File: src/rtl/sparse_expand_13_if.sv
// Interface: sparse_expand_13_if
// Purpose: groups the three handshake channels of the sparse expander.
//   The header channel carries the mask and count. The value channel carries one
//   nonzero value per beat. The output channel carries the dense lane vector. The
//   cnt_err flag rides along with them.
// Parameters:
//   DATA_W     width of one lane value
// Signals:
//   hdr_valid/hdr_ready/hdr_mask[12:0]/hdr_cnt[3:0]   header channel
//   val_valid/val_ready/val_data[DATA_W-1:0]          value channel
//   out_valid/out_ready/out_data[13*DATA_W-1:0]       dense vector channel
//   cnt_err                                           header count mismatch pulse
// Modports:
//   master     environment side: drives headers, values and out_ready
//   slave      expander side
interface sparse_expand_13_if #(
    parameter int DATA_W = 8
);
    logic                   hdr_valid;
    logic                   hdr_ready;
    logic [12:0]            hdr_mask;
    logic [3:0]             hdr_cnt;
    logic                   val_valid;
    logic                   val_ready;
    logic [DATA_W-1:0]      val_data;
    logic                   out_valid;
    logic                   out_ready;
    logic [13*DATA_W-1:0]   out_data;
    logic                   cnt_err;

    modport master (
        output hdr_valid, hdr_mask, hdr_cnt, val_valid, val_data, out_ready,
        input  hdr_ready, val_ready, out_valid, out_data, cnt_err
    );

    modport slave (
        input  hdr_valid, hdr_mask, hdr_cnt, val_valid, val_data, out_ready,
        output hdr_ready, val_ready, out_valid, out_data, cnt_err
    );
endinterface

File: src/rtl/sparse_expand_13.sv
// Module: sparse_expand_13
// Purpose: rebuilds a dense 13-lane vector from a compressed stream. The stream is
//   a header (occupancy mask + popcount) followed by one value beat per set mask
//   bit. Values land in their lanes in ascending lane order, and empty lanes read 0.
// Parameters:
//   DATA_W     width of one lane value
// Ports:
//   clk        clock, rising edge
//   reset_n    asynchronous active-low reset
//   bus        sparse_expand_13_if slave modport (header, value and output channels
//              plus the cnt_err pulse)
module sparse_expand_13 #(
    parameter int DATA_W = 8
) (
    input  logic                clk,
    input  logic                reset_n,
    sparse_expand_13_if.slave   bus
);
    localparam int LANES = 13;

    localparam logic [1:0] IDLE = 2'd0;
    localparam logic [1:0] FILL = 2'd1;
    localparam logic [1:0] OUT  = 2'd2;

    logic [1:0]             state;
    logic [1:0]             next_state;
    logic [LANES-1:0]       rem;
    logic [LANES-1:0]       low_bit;
    logic [LANES-1:0]       rem_cleared;
    logic [3:0]             pop;
    logic [DATA_W-1:0]      lane [LANES];
    logic [LANES*DATA_W-1:0] out_flat;
    logic                   hdr_ready_q;
    logic                   val_ready_q;
    logic                   out_valid_q;
    logic                   cnt_err_q;
    logic                   hdr_fire;
    logic                   val_fire;
    logic                   out_fire;

    assign hdr_fire = bus.hdr_valid && hdr_ready_q;
    assign val_fire = bus.val_valid && val_ready_q;
    assign out_fire = out_valid_q && bus.out_ready;

    // Two's-complement trick isolates the lowest pending lane as a one-hot vector.
    assign low_bit     = rem & (~rem + 13'd1);
    assign rem_cleared = rem & ~low_bit;

    // Our own popcount of the incoming mask; hdr_cnt is only cross-checked against it.
    always_comb begin
        pop = '0;
        for (int i = 0; i < LANES; i++) begin
            pop = pop + {3'b000, bus.hdr_mask[i]};
        end
    end

    always_comb begin
        next_state = state;
        case (state)
            IDLE: if (hdr_fire) next_state = (bus.hdr_mask == '0) ? OUT : FILL;
            FILL: if (val_fire && (rem_cleared == '0)) next_state = OUT;
            OUT:  if (out_fire) next_state = IDLE;
            default: next_state = IDLE;
        endcase
    end

    // The ready/valid flags are registered from next_state. This way hdr_ready stays
    // low while reset is held and only rises on the first edge after release.
    always_ff @(posedge clk or negedge reset_n) begin
        if (!reset_n) begin
            state       <= IDLE;
            rem         <= '0;
            hdr_ready_q <= 1'b0;
            val_ready_q <= 1'b0;
            out_valid_q <= 1'b0;
            cnt_err_q   <= 1'b0;
            for (int i = 0; i < LANES; i++) lane[i] <= '0;
        end else begin
            state       <= next_state;
            hdr_ready_q <= (next_state == IDLE);
            val_ready_q <= (next_state == FILL);
            out_valid_q <= (next_state == OUT);
            cnt_err_q   <= hdr_fire && (pop != bus.hdr_cnt);
            if (hdr_fire) begin
                rem <= bus.hdr_mask;
                for (int i = 0; i < LANES; i++) lane[i] <= '0;
            end else if (val_fire) begin
                rem <= rem_cleared;
                for (int i = 0; i < LANES; i++) begin
                    if (low_bit[i]) lane[i] <= bus.val_data;
                end
            end
        end
    end

    always_comb begin
        out_flat = '0;
        for (int i = 0; i < LANES; i++) out_flat[i*DATA_W +: DATA_W] = lane[i];
    end

    assign bus.hdr_ready = hdr_ready_q;
    assign bus.val_ready = val_ready_q;
    assign bus.out_valid = out_valid_q;
    assign bus.out_data  = out_flat;
    assign bus.cnt_err   = cnt_err_q;
endmodule

File: src/flat_wrapper.sv
// flat-port wrapper written by rule: the top's interface ports become plain ports
module sparse_expand_13_flat 
#(
    parameter int DATA_W = 8
)
  (clk, reset_n, bus_hdr_valid, bus_hdr_mask, bus_hdr_cnt, bus_val_valid, bus_val_data, bus_out_ready, bus_hdr_ready, bus_val_ready, bus_out_valid, bus_out_data, bus_cnt_err);
  sparse_expand_13_if #(.DATA_W(DATA_W)) bus_i ();
  input  logic clk;
  input  logic reset_n;
  input wire logic [$bits(bus_i.hdr_valid)-1:0] bus_hdr_valid;
  input wire logic [$bits(bus_i.hdr_mask)-1:0] bus_hdr_mask;
  input wire logic [$bits(bus_i.hdr_cnt)-1:0] bus_hdr_cnt;
  input wire logic [$bits(bus_i.val_valid)-1:0] bus_val_valid;
  input wire logic [$bits(bus_i.val_data)-1:0] bus_val_data;
  input wire logic [$bits(bus_i.out_ready)-1:0] bus_out_ready;
  output wire logic [$bits(bus_i.hdr_ready)-1:0] bus_hdr_ready;
  output wire logic [$bits(bus_i.val_ready)-1:0] bus_val_ready;
  output wire logic [$bits(bus_i.out_valid)-1:0] bus_out_valid;
  output wire logic [$bits(bus_i.out_data)-1:0] bus_out_data;
  output wire logic [$bits(bus_i.cnt_err)-1:0] bus_cnt_err;
  assign bus_i.hdr_valid = bus_hdr_valid;
  assign bus_i.hdr_mask = bus_hdr_mask;
  assign bus_i.hdr_cnt = bus_hdr_cnt;
  assign bus_i.val_valid = bus_val_valid;
  assign bus_i.val_data = bus_val_data;
  assign bus_i.out_ready = bus_out_ready;
  assign bus_hdr_ready = bus_i.hdr_ready;
  assign bus_val_ready = bus_i.val_ready;
  assign bus_out_valid = bus_i.out_valid;
  assign bus_out_data = bus_i.out_data;
  assign bus_cnt_err = bus_i.cnt_err;
  sparse_expand_13 #(.DATA_W(DATA_W)) u_core (.clk(clk), .reset_n(reset_n), .bus(bus_i));
endmodule
File: config.mk
export PLATFORM = sky130hd
export DESIGN_NAME = sparse_expand_13_flat
export DESIGN_NICKNAME = d
export VERILOG_FILES = /design/src/rtl/sparse_expand_13_if.sv /design/src/rtl/sparse_expand_13.sv /design/src/flat_wrapper.sv
export SDC_FILE = /design/constraint.sdc
export NUM_CORES = 1
export LEC_CHECK = 0
export BUFFER_PORTS_ARGS = -buffer_cell sky130_fd_sc_hd__buf_2
export CAP_MARGIN = 20
export CORE_ASPECT_RATIO = 1.1
export CORE_UTILIZATION = 30
export CTS_CLUSTER_SIZE = 16
export DETAILED_ROUTE_END_ITERATION = 10
export PLACE_DENSITY = 0.55
export SLEW_MARGIN = 0
export SYNTH_ARGS = -nofsm -noshare
export SYNTH_HDL_FRONTEND = slang
export SYNTH_SLANG_ARGS = --single-unit
File: constraint.sdc
create_clock -name clk -period 2.5 [get_ports clk]
set_clock_uncertainty 0.05 [all_clocks]
set_input_delay 0.75 -clock clk [delete_from_list [all_inputs] [get_ports clk]]
set_output_delay 0.75 -clock clk [all_outputs]
set_load 0.005 [all_outputs]
### Word level (Yosys, flattened, before mapping)

Index checks and enable logic that the tools add are counted.

| storage, ports and cells | value |
|---|---|
| logic and storage cells | 99 |
| latch bits | 0 |
| bits in writable memories | 0 |
| flip-flop bits (word level) | 123 |
| input port bits | 30 |
| output and inout port bits | 108 |
| memory bits (read-only) | 0 |
| memories | 0 |

| cells by class | value |
|---|---|
| $add $sub $neg | 13 |
| shifts and indexed selects | 0 |
| mux-type cells | 22 |
| bitwise gates (word level) | 4 |
| reductions and logical operators | 36 |
| divide/modulo/power cells | 0 |
| $mul | 0 |
| $lt $le $gt $ge | 0 |
| eq/ne operators | 5 |

Operators by type and width:

| kind | number |
|---|---|
| $mux 104 | 2 |
| $mux 8 | 13 |
| $add 4x1->4 | 11 |
| $reduce_bool 2->1 | 14 |
| $and 13x13->13 | 2 |
| $logic_not 13->1 | 2 |
| $mux 13 | 2 |
| $not 13->13 | 2 |
| $reduce_and 2->1 | 13 |
| $add 13x1->13 const B | 1 |
| $mux 2 | 4 |
| $pmux 2 s3 | 1 |
| $logic_and 1x1->1 | 5 |
| $eq 2x1->1 const B | 2 |
| $eq 2x2->1 const B | 2 |
| $logic_not 2->1 | 2 |
| $ne 4x4->1 | 1 |
| $add 1x1->2 | 1 |

### Logic depth before layout (Yosys ltp)

| logic depth | value |
|---|---|
| word-level depth | 14 |
| gate-level depth with buffers | 16 |
| depth with buffers taken out | 16 |

### Least setup slack after synthesis

Ideal clock, no wire load.

| timing | value |
|---|---|
| kind | input -> register |
| start | input port bus_hdr_mask[0] |
| end | register u_core.cnt_err_q (netlist: u_core.bus.cnt_err) |
| library setup time | 0.140 ns |
| stages | 16 |
| data required time | 2.310 ns |
| buffers on the path | 0 |
| setup slack | -1.735 ns |
| data arrival time | 4.045 ns |
| path through | inv_1 -> ha_1 -> inv_1 -> fa_1 -> inv_1 -> fa_1 -> inv_1 -> fa_1 -> fa_1 -> inv_1 -> ha_1 -> inv_1 -> fa_1 -> xnor2_1 -> xnor2_1 -> a41oi_1 |

| on the way | value |
|---|---|
| word-level cells in the longest chain between the ends | 14 |

Ends and longest elaborated chain:

| what | RTL line | text |
|---|---|---|
| start: declaration | flat_wrapper.sv:11 | `input wire logic [$bits(bus_i.hdr_mask)-1:0] bus_hdr_mask;` |
| $add 1x1->2 | sparse_expand_13.sv:53 | `pop = pop + {3'b000, bus.hdr_mask[i]};` |
| $add 4x1->4 (11 in series) | sparse_expand_13.sv:53 |  |
| $ne 4x4->1 | sparse_expand_13.sv:83 | `cnt_err_q <= hdr_fire && (pop != bus.hdr_cnt);` |
| $logic_and 1x1->1 | sparse_expand_13.sv:83 |  |
| end signal: assignment | sparse_expand_13.sv:83 |  |
| end: declaration | sparse_expand_13.sv:36 | `logic cnt_err_q;` |

No other way between the ends.
A chain may end at the register's enable or synchronous reset.

### Worst setup path after layout

| timing | value |
|---|---|
| start | input port bus_hdr_mask[1] |
| end | register u_core.cnt_err_q (netlist: u_core.bus.cnt_err) |

Same word-level chain as after synthesis.

==> results.sh <==
export IMPL_finalCriticalPeriod_ns=3.96
export IMPL_post_drt_wl_per_cell_um=17.3
export IMPL_numPortBuffers=137
export IMPL_die_w_um=132
export IMPL_clock_root_buffer="clkbuf_16"
export IMPL_drt_initial_drc_count=343
export IMPL_hold_viol=0
export IMPL_ys_ff_latch=123
export IMPL_ant_nets=0
export IMPL_antenna_found_initial=0
export IMPL_comb_power_share=0.332
export IMPL_hp_class="in2async"
export IMPL_layout_setup_ws_ns=-1.46
export IMPL_grt_use_total=0.187
export IMPL_p_clk_frac=0.315
export IMPL_drc=0
export IMPL_maxCapViolations=0
export IMPL_gp_congestion=0.840
export IMPL_core_region_area_mm2=0.0179
export IMPL_worst_path_max_fanout=2
export IMPL_grt_start_max_net_pins=56
export IMPL_layout_drive_gt1_share=0.313
export IMPL_cts_buffers=17
export IMPL_ir_drop_mv=0.535
export IMPL_numPlacedInstances=958
export IMPL_syn_inst=575
export IMPL_cts_tree="built"
export IMPL_violations="negative setup slack"
export IMPL_dp_final_hpwl_mm=11.6
export IMPL_synth_distinct_cells=37
export IMPL_clk_latency_ns=0.41
export IMPL_finalMaxSlewViolations=0
export IMPL_design_area_mm2=0.00752
export IMPL_rows=51
export IMPL_viasPerCell=4.80
export IMPL_pwr_share_seq=0.353
export IMPL_grt_ovfl_total=0
export IMPL_fin_util=0.420
export IMPL_cp_arrival_ns=4.18
export IMPL_cts_buffer_depth=2
export IMPL_total_power_mw=8.40
export IMPL_slew_headroom=0.629
export IMPL_post_route_period_util=1.59
export IMPL_critPathLaunchType="primary input"
export IMPL_dieArea_mm2=0.0192
export IMPL_place_area_mm2=0.00684
export IMPL_status="complete, but fails checks"
export IMPL_grt_setup_unrepaired="true"
export IMPL_htreeDepth=4
export IMPL_yosys_warnings=0
export IMPL_cts_sinks=123
export IMPL_post_place_ws_ns=-1.97
export IMPL_syn_avg_cell_area_um2=9.71
export IMPL_first_pass_iters=4
export IMPL_cellPowerDensity_mw_per_mm2=1120
export IMPL_start_util=0.311
export IMPL_clkTransAtPathRegs_ns=0.05
export IMPL_final_cells=990
export IMPL_whs_ns=0.165
export IMPL_die_h_um=145
export IMPL_max_clock_freq_ghz=0.252
export IMPL_grt_first_pass_wirelength_mm=27.2
export IMPL_n_antenna_cell=0
export IMPL_swShare=0.337
export IMPL_drt_wl_total_mm=17.1
export IMPL_setup_viol=1
export IMPL_routed_via_count=4751
export IMPL_tightest_slew_ns=0.555
export IMPL_cp_end_kind="flop"
export IMPL_internal_power_mw=5.57
export IMPL_p_sw_mw=2.83
export IMPL_p_leak_nw=4.03
export IMPL_syn_area_mm2=0.00558
export IMPL_required_ns=2.72
export IMPL_grt_pass1_vias=4717
export IMPL_ys_seq_area_frac=0.551
export IMPL_areaGrowthSynthToFinish_pct=34.8
export IMPL_final_setup_tns_ns=-1.46
export IMPL_fill_cells=1856
export IMPL_syn_num_nets=620
export IMPL_setup_worst_path_class="in2reg"
export IMPL_final_nets=785
export IMPL_num_io_pins=138
export IMPL_reg2reg_depth=7
[power by group through the flow]
stage	Sequential, mW	Combinational [mW]	Clock [mW]
2_1_floorplan	3.00	1.47	0
3_3_place_gp	2.98	2.73	0
3_5_place_dp	3.00	2.76	0
4_1_cts	2.97	2.78	2.70
5_1_grt	3.05	3.13	2.79
6_report	2.96	2.79	2.65
[final cells by class]
cell class,count,area [µm²],share of cell area
flip-flops and latches,123,3080,0.409
multi-input cells,397,2340,0.311
repair buffers,182,1100,0.146
clock buffers,20,467,0.0620
well taps,238,298,0.0396
clock inverters,11,166,0.0221
inverters,19,71.3,0.00948
[cells by family (layout without fill, tap and decap cells)]
group           count (synthesis)  count (layout)  synth area share
compound gates                 95              95            0.0930
mux                            40              40            0.0717
simple gates                  241             241             0.193
xor+xnor                        6               6           0.00941
buf+inv                        55             232            0.0385
fa+ha+maj                      15              15            0.0430
flops                         123             123             0.551
[sequential cells by signal, summed over array words and instances, names as in the netlist]
| signal | count |
|---|---|
| u_core.bus.out_valid | 1 |
| u_core.bus.val_ready | 1 |
| u_core.rem | 13 |
| u_core.bus.out_data | 104 |
| u_core.bus.cnt_err | 1 |
| u_core.bus.hdr_ready | 1 |
| u_core.state | 2 |
[cell usage after synthesis]
library cell / count / area (µm²)
dfrtp_1: 123 / 3080
nand2_1: 113 / 424
a21oi_1: 69 / 345
nand3_1: 58 / 290
nor2_1: 50 / 188
mux2i_1: 40 / 400
clkbuf_1: 34 / 128
inv_1: 19 / 71.3
ha_1: 8 / 100
o21ai_0: 8 / 40.0
o22ai_1: 8 / 50.1
fa_1: 7 / 140
xnor2_1: 5 / 43.8
and2_1: 3 / 18.8
or3_4: 3 / 33.8
a211oi_1: 2 / 15.0
a32o_1: 2 / 20.0
nor3_1: 2 / 10.0
nor4_1: 2 / 12.5
or4_1: 2 / 15.0
a2111oi_0: 1 / 8.76
a21o_1: 1 / 7.51
a2bb2oi_1: 1 / 8.76
a31oi_1: 1 / 6.26
a32oi_1: 1 / 8.76
a41oi_1: 1 / 8.76
and4bb_2: 1 / 12.5
buf_2: 1 / 5.00
buf_6: 1 / 11.3
nand3_2: 1 / 10.0
nand4b_1: 1 / 8.76
nor2b_1: 1 / 6.26
nor4_2: 1 / 12.5
nor4_4: 1 / 21.3
nor4b_1: 1 / 8.76
or2_2: 1 / 6.26
xor2_1: 1 / 8.76
[cells in the final DEF (no fill, tap or decap), drive strengths merged, types with 5 or more instances in the layout]
cell / synthesis / routed
o22ai: 8 / 8
inv: 19 / 20
a21oi: 69 / 69
o21ai: 8 / 8
buf: 2 / 182
clkbuf: 34 / 20
nand2: 113 / 113
dfrtp: 123 / 123
nor2: 50 / 50
ha: 8 / 8
xnor2: 5 / 5
mux2i: 40 / 40
fa: 7 / 7
nand3: 59 / 59
[worst max-delay path, cell delays in order]
cell,delay (ns)
buf_2,0.10
inv_2,0.05
ha_4,0.25
inv_1,0.04
fa_1,0.48
inv_2,0.04
fa_1,0.49
inv_1,0.05
fa_1,0.50
fa_1,0.43
inv_2,0.08
ha_4,0.13
inv_2,0.03
fa_2,0.34
xnor2_2,0.14
xnor2_1,0.15
a41oi_1,0.12
[metal layers]
layer | GRT usage | wire [µm] | share of wire
met5 | 0 | 0 | 0
met4 | 0.0640 | 253 | 0.015
met3 | 0.0426 | 882 | 0.052
met2 | 0.297 | 8200 | 0.48
met1 | 0.248 | 7770 | 0.45
[what timing repair did]
action / in CTS / in global routing
hold buffers: 0 / 0
buffers inserted: 0 / 1
pin swaps: 0 / 3
resized for setup: 2 / 11
endpoints found under the setup margin: 1 / 20
[worst paths after layout]
check | from | endpoint | slack, ns
max | bus_hdr_mask[1] | u_core.bus.cnt_err | -1.46
min | reset_n | u_core.state[1] | 0.16
max reg2reg | u_core.rem[6] | u_core.bus.out_valid | 0.07
min reg2reg | u_core.bus.out_data[80] | u_core.bus.out_data[80] | 0.46
max in group asynchronous | reset_n | u_core.bus.out_data[62] | 1.64
min in group clk | u_core.bus.out_data[80] | u_core.bus.out_data[80] | 0.46
(Power assumes the default switching activity.)
